===== src/rtl/pipeline_pkg.sv =====
// Shared fetch-stage types and constants.
package pipeline_pkg;

    localparam int PC_W = 32;
    localparam int IR_W = 32;

    localparam logic [IR_W-1:0] NOP_IR = 32'h0000_0000;

    typedef enum logic [1:0] {
        IDLE = 2'd0,
        REQ  = 2'd1,
        DROP = 2'd2
    } fetch_state_t;

endpackage


===== src/rtl/fetch_fifo.sv =====
// Two-entry {pc, ir} prefetch buffer. Entry 0 is always the head, so the
// head outputs come straight from registers with no read mux.
import pipeline_pkg::*;

module fetch_fifo (
    input  logic            clk,
    input  logic            rst,
    input  logic            push,
    input  logic            pop,
    input  logic            flush,
    input  logic [PC_W-1:0] push_pc,
    input  logic [IR_W-1:0] push_ir,
    output logic [1:0]      count,
    output logic [PC_W-1:0] head_pc,
    output logic [IR_W-1:0] head_ir
);

    logic [PC_W-1:0] pc0, pc1;
    logic [IR_W-1:0] ir0, ir1;

    // Occupancy and shift-register storage; flush wins over push/pop.
    always_ff @(posedge clk) begin
        if (rst || flush) begin
            count <= 2'd0;
        end else begin
            case (count)
                2'd0: begin
                    if (push) begin
                        pc0   <= push_pc;
                        ir0   <= push_ir;
                        count <= 2'd1;
                    end
                end
                2'd1: begin
                    if (push && pop) begin
                        pc0 <= push_pc;
                        ir0 <= push_ir;
                    end else if (push) begin
                        pc1   <= push_pc;
                        ir1   <= push_ir;
                        count <= 2'd2;
                    end else if (pop) begin
                        count <= 2'd0;
                    end
                end
                2'd2: begin
                    // A full buffer never accepts a push.
                    if (pop) begin
                        pc0   <= pc1;
                        ir0   <= ir1;
                        count <= 2'd1;
                    end
                end
                default: count <= 2'd0;
            endcase
        end
    end

    assign head_pc = pc0;
    assign head_ir = ir0;

endmodule


===== src/rtl/instr_fetch.sv =====
// Instruction fetch: request FSM, fetch PC and a 2-entry prefetch buffer
// feeding the ID stage.
//
//  state | meaning
//  IDLE  | no request outstanding
//  REQ   | request outstanding, returned data is kept
//  DROP  | request outstanding, returned data is discarded (redirected)
import pipeline_pkg::*;

module instr_fetch #(
    parameter logic [IR_W-1:0] NOP_IR     = pipeline_pkg::NOP_IR,
    parameter int              FIFO_DEPTH = 2
) (
    input  logic            clk,
    input  logic            rst,
    output logic            imem_req,
    output logic [PC_W-1:0] imem_addr,
    input  logic            imem_ack,
    input  logic [IR_W-1:0] imem_rdata,
    input  logic            redirect,
    input  logic [PC_W-1:0] redirect_pc,
    input  logic            stall,
    output logic [IR_W-1:0] ir,
    output logic [PC_W-1:0] ir_pc,
    output logic            ir_valid
);

    localparam logic [2:0] DEPTH_L = 3'(FIFO_DEPTH);

    fetch_state_t    state, state_nxt;
    logic [PC_W-1:0] fetch_pc, fetch_pc_nxt;
    logic [PC_W-1:0] req_addr, req_addr_nxt;
    logic            push, pop;
    logic [1:0]      count;
    logic [2:0]      count_after;
    logic [PC_W-1:0] head_pc;
    logic [IR_W-1:0] head_ir;

    fetch_fifo u_fifo (
        .clk     (clk),
        .rst     (rst),
        .push    (push),
        .pop     (pop),
        .flush   (redirect),
        .push_pc (fetch_pc),
        .push_ir (imem_rdata),
        .count   (count),
        .head_pc (head_pc),
        .head_ir (head_ir)
    );

    assign ir_valid    = (count != 2'd0);
    assign ir          = ir_valid ? head_ir : NOP_IR;
    assign ir_pc       = ir_valid ? head_pc : '0;
    assign pop         = ir_valid && !stall && !redirect;
    assign count_after = {1'b0, count} + 3'd1 - {2'b00, pop};

    assign imem_req  = (state == REQ) || (state == DROP);
    assign imem_addr = req_addr;

    // Next state, next fetch PC and request address; redirect retargets last.
    always_comb begin
        state_nxt    = state;
        fetch_pc_nxt = fetch_pc;
        req_addr_nxt = req_addr;
        push         = 1'b0;
        case (state)
            IDLE: begin
                if (!redirect && ({1'b0, count} < DEPTH_L)) begin
                    state_nxt    = REQ;
                    req_addr_nxt = fetch_pc;
                end
            end
            REQ: begin
                if (redirect) begin
                    state_nxt = imem_ack ? IDLE : DROP;
                end else if (imem_ack) begin
                    push         = 1'b1;
                    fetch_pc_nxt = fetch_pc + 1'b1;
                    if (count_after < DEPTH_L) begin
                        state_nxt    = REQ;
                        req_addr_nxt = fetch_pc + 1'b1;
                    end else begin
                        state_nxt = IDLE;
                    end
                end
            end
            DROP: begin
                if (imem_ack) begin
                    state_nxt = IDLE;
                end
            end
            default: state_nxt = IDLE;
        endcase
        if (redirect) begin
            fetch_pc_nxt = redirect_pc;
        end
    end

    // State, PC and held request address registers.
    always_ff @(posedge clk) begin
        if (rst) begin
            state    <= IDLE;
            fetch_pc <= '0;
            req_addr <= '0;
        end else begin
            state    <= state_nxt;
            fetch_pc <= fetch_pc_nxt;
            req_addr <= req_addr_nxt;
        end
    end

endmodule


===== config.mk =====
export PLATFORM = sky130hd
export DESIGN_NAME = instr_fetch
export DESIGN_NICKNAME = d
export VERILOG_FILES = /design/src/rtl/pipeline_pkg.sv /design/src/rtl/fetch_fifo.sv /design/src/rtl/instr_fetch.sv
export SDC_FILE = /design/constraint.sdc
export NUM_CORES = 1
export LEC_CHECK = 0
export CAP_MARGIN = 10
export CORE_ASPECT_RATIO = 0.75
export CORE_MARGIN = 1.5
export CORE_UTILIZATION = 53
export DETAILED_ROUTE_END_ITERATION = 7
export PLACE_DENSITY = 0.81
export SLEW_MARGIN = 25
export SYNTH_ARGS = -nofsm -noshare
export SYNTH_HDL_FRONTEND = slang
export SYNTH_SLANG_ARGS = --single-unit

===== constraint.sdc =====
create_clock -name clk -period 8.85 [get_ports clk]
set_input_delay 1.77 -clock clk [delete_from_list [all_inputs] [get_ports clk]]
set_output_delay 1.77 -clock clk [all_outputs]
set_load 0.02 [all_outputs]

# --- After elaboration in Yosys (flattened, before gate mapping) ---
# Index checks and enable logic that the tools add are counted.
# W data, S select, Z words.
word_totals:
  output_inout_bits: 98
  reg_bits: 196
  word_cells: 85
  inputBits: 69
op_classes:
  add_sub_neg: 3
  n_reduce_logical: 21
  n_bitwise: 2
  muxes: 34
  magnitude_cmp: 2
  eq_ne: 15
ops:
  columns: ["op", "count"]
  rows:
  - ["$mux W32", 15]
  - ["$pmux W32 S3", 2]
  - ["$pmux W32 S2", 1]
  - ["$add A32 B1 Y32 const B", 1]
  - ["$mux W2", 10]
  - ["$ne A2 B2 Y1 const B", 6]
  - ["$pmux W2 S3", 2]
  - ["$reduce_and A5 Y1", 2]
  - ["$reduce_and A4 Y1", 2]
  - ["$reduce_bool A2 Y1", 4]
  - ["$ne A2 B1 Y1 const B", 3]
  - ["$eq A2 B1 Y1 const B", 2]
  - ["$eq A2 B2 Y1 const B", 2]
  - ["$logic_and A1 B1 Y1", 4]
  - ["$logic_not A2 Y1", 2]
  - ["$mux W1", 4]
  - ["$add A2 B1 Y3 const B", 1]
  - ["$lt A3 B2 Y1 const B", 1]
  - ["$ne A3 B2 Y1 const B", 1]
  - ["$ne A3 B3 Y1 const B", 1]
  - ["$reduce_and A3 Y1", 1]
  - ["$reduce_bool A3 Y1", 1]
  - ["$sub A3 B1 Y3", 1]
  - ["$logic_not A1 Y1", 2]
  - ["other kinds (4)", 6]

# --- Depth between registers and ports, before layout ---
# Gate-level depths: netlist (run 1).
logic_depth:
  ltp_word: 9
  ltp_mapped: 9
  depth_no_buf: 7

# --- Modules after synthesis ---
# A second synthesis (run 1) with hierarchy kept.
hier_totals:
  hier_cells: 723
  area_unflattened_um2: 9016.1
modules_own_cells:
  columns: ["mod", "n_inst", "seq_area_each_um2", "area_each_um2", "cells_each"]
  rows:
  - ["fetch_fifo", 1, 3883.7, 4994.8, 213]
  - ["instr_fetch", 1, 1321.3, 4021.4, 510]

# --- Worst setup path after synthesis (run 1) ---
# OpenSTA, ideal clock, no wires.
synth_timing:
  path_kind: "input port to flip-flop"
  startpoint: "input port rst"
  endpoint: "register u_fifo.ir0[0] (netlist: u_fifo.head_ir[0]) (enable)"
  path_buffers: 3
  setup_time_ns: 0.565
  required_time_ns: 8.285
  path_slack_ns: 1.545
  cell_stages: 4
  t_arrival_ns: 6.740
  path_cell_list: "clkbuf_1 clkbuf_1 buf_1 nor3_1"
synth_between:
  elab_chain_cells: 3
synth_lines:
  columns: ["element", "line_no", "text"]
  rows:
  - ["start, declared", "instr_fetch.sv:15", "input logic rst,"]
  - ["$logic_or A1 B1 Y1", "fetch_fifo.sv:23", "if (rst || flush) begin"]
  - ["$not A1 Y1 (no source line)", null, null]
  - ["$reduce_and A5 Y1 (no source line)", null, null]
  - ["end signal, assigned", "fetch_fifo.sv:30", "ir0 <= push_ir;"]
  - ["end signal, assigned", "fetch_fifo.sv:37", "ir0 <= push_ir;"]
  - ["end signal, assigned", "fetch_fifo.sv:50", "ir0 <= ir1;"]
  - ["end, declared", "fetch_fifo.sv:19", "logic [IR_W-1:0] ir0, ir1;"]
# Every way passes these cells.
# A chain may end at the register's enable or synchronous reset.

# --- Final worst setup path (run 1) ---
layout_timing:
  startpoint: "register u_fifo.count[1]"
  endpoint: "output port ir[28]"
layout_between:
  elab_chain_cells: 2
layout_lines:
  columns: ["element", "line_no", "text"]
  rows:
  - ["start, declared", "fetch_fifo.sv:13", "output logic [1:0] count,"]
  - ["start signal, assigned", "fetch_fifo.sv:24", "count <= 2'd0;"]
  - ["start signal, assigned", "fetch_fifo.sv:31", "count <= 2'd1;"]
  - ["start signal, assigned", "fetch_fifo.sv:41", "count <= 2'd2;"]
  - ["$reduce_bool A2 Y1", "instr_fetch.sv:52", "assign ir_valid = (count != 2'd0);"]
  - ["$mux W32", "instr_fetch.sv:53", "assign ir = ir_valid ? head_ir : NOP_IR;"]
  - ["end, declared", "instr_fetch.sv:23", "output logic [IR_W-1:0] ir,"]
# Every way passes these cells.

==> results of run 1 <==
-- cells in the mapped netlist (all sizes together) --
master  count  area [um2]
inv        18        67.6
o21ai       2        10.0
a21oi      28         140
nor2b      67         419
a211oi     31         248
edfxtp    128        3840
nand4      16         106
buf        17        98.8
ha          4        50.1
clkbuf     48         184
o22ai       6        37.5
or2         3        18.8
nand4b      1        8.76
mux2i      10         100
o21a       14         105
xnor2      35         307
and2        3        18.8
nand3      15        85.1
nand2b      2        12.5
nor3       24         145
or3         2        12.5
dfxtp      68        1360
mux2       65         732
and4        4        36.3
nor3b       1        7.51
nor2       69         259
xor2       24         210
nand2      27         101
or4         5        48.8
and3        4        25.0
o211a       1        10.0
a311oi      2        17.5
nor4       15         134
a21o        1        7.51
-- metrics by stage --
stage	area, um2	util	total power, mW	setup slack, ns	std cells
floorplan	8970	-	1.22	1.55	760
global placement	10700	0.658	1.34	4.68	1079
detailed placement	10700	0.658	1.35	4.57	1079
CTS	11300	0.692	2.07	4.37	1111
global route	11300	0.692	2.14	4.20	1111
finish	11300	0.692	2.06	4.36	1111
-- cells by family after synthesis --
family	after synthesis
simple gates	258
flops	196
compound gates	85
buf+inv	83
mux	75
xor+xnor	59
fa+ha+maj	4
-- worst max-delay path, stage by stage, from the launching register on --
cell             delay, ns
dfxtp_1               0.43
nor2_4                0.65
buf_4                 0.48
nor2b_1               0.13
clkdlybuf4s50_1       0.57
-- state kept, by name, indices dropped and copies added (netlist names) --
| register | cells |
|---|---|
| u_fifo.head_ir | 32 |
| u_fifo.ir1 | 32 |
| u_fifo.count | 2 |
| u_fifo.pc1 | 32 |
| fetch_pc | 32 |
| state | 2 |
| u_fifo.head_pc | 32 |
| imem_addr | 32 |
-- worst max path at each step --
stage          cells past startpoint  slack, ns                          end                    startpoint
6_report                           4       4.36                       ir[28]  u_fifo.count[1]$_SDFFE_PN0P_
5_1_grt                            4       4.20                       ir[25]  u_fifo.count[1]$_SDFFE_PN0P_
4_1_cts                            4       4.37                       ir[28]  u_fifo.count[1]$_SDFFE_PN0P_
3_5_place_dp                       5       4.57     u_fifo.ir1[15]$_DFFE_PP_                      imem_ack
3_3_place_gp                       5       4.68     u_fifo.ir1[14]$_DFFE_PP_                      imem_ack
2_1_floorplan                      4       1.55  u_fifo.head_ir[0]$_DFFE_PP_                           rst
-- cells in the final DEF, fill, tap and decap left out, types with 3 or more instances in the layout --
master and count:
o21a_1 14, nor2b_1 66, clkbuf_16 17, and3_1 4, nor4_2 4, a211oi_2 3, and2_1 3, mux2i_1 10
o22ai_1 6, a211oi_1 28, nor4_1 10, nand2_1 27, nand4_1 15, dfxtp_1 68, inv_1 18, ha_1 4
a21oi_1 27, buf_4 8, clkdlybuf4s50_1 164, inv_6 5, nor2_1 68, edfxtp_1 128, nor3_1 17, mux2_2 65
and4_1 3, xor2_1 24, nor3_2 7, or4_4 3, nand3_1 13, xnor2_1 35
-- power by group through the flow --
stage,combinational (mW),sequential (mW),clock [mW]
after floorplan,0.145,1.08,0
after global placement,0.272,1.07,0
after detailed placement,0.278,1.07,0
after CTS,0.281,1.05,0.739
after global routing,0.302,1.06,0.777
final,0.280,1.05,0.731
-- cell type report --
type,instances,area (um2),area share
Clock buffer,19,433,0.0385
Clock inverter,13,123,0.0109
Inverter,18,67.6,0.00600
Multi-Input combinational cell,481,3450,0.307
Sequential cell,196,5200,0.463
Tap cell,210,263,0.0234
Timing Repair Buffer,174,1710,0.152
-- routing by layer --
metal | routed length, um | part of all wire | vias to the layer above | GRT usage
met5 | 0 | 0 | - | 0
li1 | - | - | 2952 | -
met1 | 9270 | 0.47 | 2971 | 0.330
met3 | 1480 | 0.075 | 21 | 0.0576
met4 | 220 | 0.011 | 0 | 0.0608
met2 | 8920 | 0.45 | 241 | 0.358
==> summary.md, run 1 <==
| Metric | Value |
|---|---|
| IO Port Bufs | `166` |
| Worst rel slew slack | `0.387` |
| Largest family of logic cells by synthesized area | `simple AND/OR/NAND/NOR gates` |
| Vias | `6,185` |
| Register area share after synthesis | `0.580` |
| Synth Warn # | `0` |
| Status | `finished, violations left` |
| First-pass GRT wire length | `31,600 um` |
| Sw Share | `0.254` |
| Reg power frac | `0.510` |
| Achievable clock frequency | `0.223 GHz` |
| CTS tree | `done` |
| Final setup viols | `0` |
| Layout cells sized above 1 | `0.145` |
| Synth Cell Area | `0.00897 mm2` |
| Wire per inst | `17.9 um` |
| Critical Path RT | `7.08 ns` |
| Clock latency on the worst-skew pair | `0.43 ns` |
| Vias in the first global route | `6,003` |
| Via-to-Cell Ratio | `5.57` |
| Htree depth | `4` |
| Crit path kind | `reg -> out` |
| Standard-cell rows | `40` |
| Area growth from synthesis to layout | `25.5%` |
| DRC Markers | `15` |
| Final ANT Viol Nets | `0` |
| Slew Limit Fails | `0` |
| Sum Neg Setup Slack | `0 ns` |
| Final period util | `0.507` |
| Pwr Density | `183 mW/mm2` |
| Hold buffers post-CTS | `0` |
| Post-synthesis mux area share | `0.0928` |
| Gr ovfl total | `0` |
| Initial DRC Count | `482` |
| Minimum clock period | `4.49 ns` |
| Synth Area in Compound Gates | `0.0642` |
| Net count after synthesis | `833` |
| Internal Dissipation | `1.54 mW` |
| Worst-Margin Slew | `0.919 ns` |
| Worst hold stages | `2` |
| Clock Sinks | `196` |
| Hold Path Sink | `state[1]$_SDFFE_PP0P_` |
| RR Startpoint | `state[1]$_SDFFE_PP0P_` |
| Root Buffer | `clkbuf_16` |
| DIE WIDTH | `153 um` |
| Clk pwr share | `0.354` |
| Hold Fails Final Rpt | `0` |
| Yosys reg bits | `196` |
| Fillcell total | `1,146` |
| Hold WC Path Type | `reg -> reg` |
| RSZ-0062 raised after global routing | `no` |
| Core area | `0.0163 mm2` |
| Worst vdd ir | `0.000144 V` |
| Simple-gate share of the synthesized area | `0.160` |
| Leak | `3.75 nW` |
| Total iterations of the first detailed-routing run | `7` |
| Routability cong. | `0.837` |
| Post_cts resized | `0` |
| Logic pwr share | `0.136` |
| Largest net degree at the start of global routing | `69` |
| Syn_area_per_cell | `11.8 um2` |
| DIE AREA | `0.0177 mm2` |
| Hold Path Origin | `state[1]$_SDFFE_PP0P_` |
| Critical path capture point type | `output pin` |
| Clk_skew | `0.0135 ns` |
| Ports | `167` |
| Initial Utilization | `0.551` |
| Worst-case hold slack | `0.502 ns` |
| Layout net count | `961` |
| Initial antenna violation count | `0` |
| Reg-to-reg endpoint | `u_fifo.pc1[12]$_DFFE_PP_` |
| R2R setup slack | `5.86 ns` |
| Clock buffer depth | `2` |
| Worst-path clk slew | `0.07 ns` |
| Inserted Clock Buffers | `17` |
| XOR/XNOR Fraction of Synth Area | `0.0576` |
| Worst Path Max Fanout | `38` |
| Routed WL | `19,900 um` |
| Netlist cell types | `47` |
| CP startpoint kind | `register` |
| Total GRT Usage | `0.232` |
| Die Ht | `116 um` |
| Number of diodes | `0` |
| Post-DP HPWL | `13,200 um` |
| Failing checks | `DRC` |
| Critical path arrival | `2.72 ns` |
| Setup Buffers After CTS | `0` |
| Switch Pwr | `0.523 mW` |
| Max_cap viols | `0` |
| FF-to-FF path depth | `6` |
| Syn Inst Count | `760` |
| Post-Synth Adder-Cell Area | `0.00558` |
Power figures use the tool's default switching activity.
==> run 2, diff against run 1 <==
--- a/config.mk
+++ b/config.mk
@@ -8,9 +8,9 @@
 export CAP_MARGIN = 10
 export CORE_ASPECT_RATIO = 0.75
 export CORE_MARGIN = 1.5
-export CORE_UTILIZATION = 53
+export CORE_UTILIZATION = 47
 export DETAILED_ROUTE_END_ITERATION = 7
-export PLACE_DENSITY = 0.81
+export PLACE_DENSITY = 0.76
 export SLEW_MARGIN = 25
 export SYNTH_ARGS = -nofsm -noshare
 export SYNTH_HDL_FRONTEND = slang
==> constraint.sdc (replaced) <==
create_clock -name clk -period 4 [get_ports clk]
set_input_delay 0.8 -clock clk [delete_from_list [all_inputs] [get_ports clk]]
set_output_delay 0.8 -clock clk [all_outputs]
set_load 0.02 [all_outputs]
==> run 2 against run 1 <==
  * The run now ends clean
  * Final area increased by 1.2%
  * Combinational power increased by 120%
  * Clock power increased by 120%
  * Flip-flop and latch count unchanged
  * Core utilization decreased by 8.0 points
  * Die area increased by 12%
  * Hold slack got worse by 0.0046 ns
  * Clock-buffer cell count increased by 3
  * Total power increased by 120%
  * Critical path type unchanged
  * Critical endpoint is now ir_pc[12]
==> summary.md, run 2 (synthesized netlist as in run 1, its figures left out) <==
| Metric | Value |
|---|---|
| Area post-placement | `0.0108 mm2` |
| Wire per inst | `17.5 um` |
| Worst vdd ir | `0.000243 V` |
| Pre-CTS WS | `0.793 ns` |
| DIE WIDTH | `163 um` |
| Vias in the first global route | `5,645` |
| Layout Cells excl Fill | `1,153` |
| Hold Fails Final Rpt | `0` |
| Worst Setup EP | `ir_pc[12]` |
| Final worst slack | `0.674 ns` |
| FF-to-FF path depth | `6` |
| Minimum clock period | `3.33 ns` |
| Sum Neg Setup Slack | `0 ns` |
| Core area | `0.0186 mm2` |
| Reg-to-reg endpoint | `u_fifo.pc1[29]$_DFFE_PP_` |
| Final ANT Viol Nets | `0` |
| Initial DRC Count | `413` |
| Commonest non-fill, non-tap cell in the layout | `clkdlybuf4s50_1` |
| Ports | `167` |
| Final setup viols | `0` |
| Critical path arrival | `2.53 ns` |
| Clock buffer depth | `2` |
| Leak | `3.79 nW` |
| Worst rel slew slack | `0.477` |
| R2R setup slack | `1.15 ns` |
| Worst-Margin Slew | `0.785 ns` |
| Number of diodes | `0` |
| Achievable clock frequency | `0.301 GHz` |
| IO Port Bufs | `166` |
| Clock Sinks | `196` |
| Slew Limit Fails | `0` |
| Hold buffers post-CTS | `0` |
| Layout cells sized above 1 | `0.149` |
| Vias | `6,103` |
| Pwr Density | `402 mW/mm2` |
| Worst-case hold slack | `0.497 ns` |
| Post_cts resized | `0` |
| Final period util | `0.831` |
| DIE AREA | `0.0199 mm2` |
| Layout net count | `966` |
| First-pass GRT wire length | `31,000 um` |
| Total iterations of the first detailed-routing run | `5` |
| RSZ-0062 raised after global routing | `no` |
| Via-to-Cell Ratio | `5.29` |
| Max_cap viols | `0` |
| CTS tree | `done` |
| Htree depth | `4` |
| Critical Path RT | `3.20 ns` |
| Crit. Startpoint | `u_fifo.count[1]$_SDFFE_PN0P_` |
| Hold WC Path Type | `reg -> reg` |
| Crit path kind | `reg -> out` |
| Total GRT Usage | `0.206` |
| Post-DP HPWL | `13,700 um` |
| Largest net degree at the start of global routing | `68` |
| Area growth from synthesis to layout | `26.9%` |
| Worst Path Max Fanout | `31` |
| RR Startpoint | `state[1]$_SDFFE_PP0P_` |
| Setup Buffers After CTS | `0` |
| Inst Count DP | `1,121` |
| Routed WL | `20,200 um` |
| Post-route cell area | `0.0114 mm2` |
| Clk_skew | `0.00974 ns` |
| DRC Markers | `0` |
| Routability cong. | `0.825` |
| Initial antenna violation count | `0` |
| Root Buffer | `clkbuf_16` |
| Fillcell total | `1,482` |
| Inserted Clock Buffers | `17` |
| Critical path capture point type | `output pin` |
| Clock latency on the worst-skew pair | `0.44 ns` |
| Commonest non-fill, non-tap cells in the layout | `clkdlybuf4s50_1, edfxtp_1, nor2_1, dfxtp_1, nor2b_1` |
| Standard-cell rows | `43` |
| Die Ht | `123 um` |
| Status | `finished, final reports clean` |
| Initial Utilization | `0.482` |
| Worst-path clk slew | `0.07 ns` |
| Gr ovfl total | `0` |
| CP startpoint kind | `register` |
run 2: changes by cell type in the layout (fill, tap and decap cells not counted):
cell and delta:
buf_12 +3, buf_4 +2, clkbuf_1 +2, clkbuf_8 +1, clkinv_1 -1, clkinv_4 -1, inv_8 -1, nor3_2 -2
nor3_4 +2
run 2: final cells by class:
class,instances,area [um2],area share
Sequential cell,196,5200,0.457
Multi-Input combinational cell,481,3460,0.304
Timing Repair Buffer,179,1790,0.157
Clock buffer,22,454,0.0399
Tap cell,247,309,0.0271
Clock inverter,10,98.8,0.00868
Inverter,18,67.6,0.00594
run 2: worst min path at each step:
| stage | start | endpoint | depth (start not counted) |
|---|---|---|---|
| floorplan | fetch_pc[10]$_SDFFE_PP0P_ | u_fifo.pc1[10]$_DFFE_PP_ | 0 |
| global placement | state[1]$_SDFFE_PP0P_ | state[1]$_SDFFE_PP0P_ | 2 |
| detailed placement | state[1]$_SDFFE_PP0P_ | state[1]$_SDFFE_PP0P_ | 2 |
| CTS | state[1]$_SDFFE_PP0P_ | state[1]$_SDFFE_PP0P_ | 2 |
| global route | imem_addr[19]$_SDFFE_PP0P_ | imem_addr[19]$_SDFFE_PP0P_ | 2 |
| finish | state[1]$_SDFFE_PP0P_ | state[1]$_SDFFE_PP0P_ | 2 |
run 2: metal layers:
metal / global-route usage / routed length, um / share of wire
met4: 0.0591 / 214 / 0.011
met2: 0.294 / 8400 / 0.42
met5: 0 / 0 / 0
met3: 0.0544 / 1490 / 0.074
met1: 0.306 / 10100 / 0.50
run 2: power breakdown:
| part | internal (mW) | switching, mW |
|---|---|---|
| sequential | 2.24 | 0.0827 |
| clock | 0.883 | 0.739 |
| combinational | 0.301 | 0.324 |
run 2: worst max-delay path: stages (launching register included):
cell,delay (ns)
dfxtp_1,0.45
nor2_4,0.57
buf_4,0.41
nor2b_1,0.08
clkdlybuf4s50_1,0.57
run 2: per-stage QoR:
step                       util  power (mW)
after global placement    0.582        2.98
after detailed placement  0.582        2.99
after CTS                 0.612        4.60
final                     0.612        4.57
after floorplan               -        2.71
after global routing      0.612        4.73
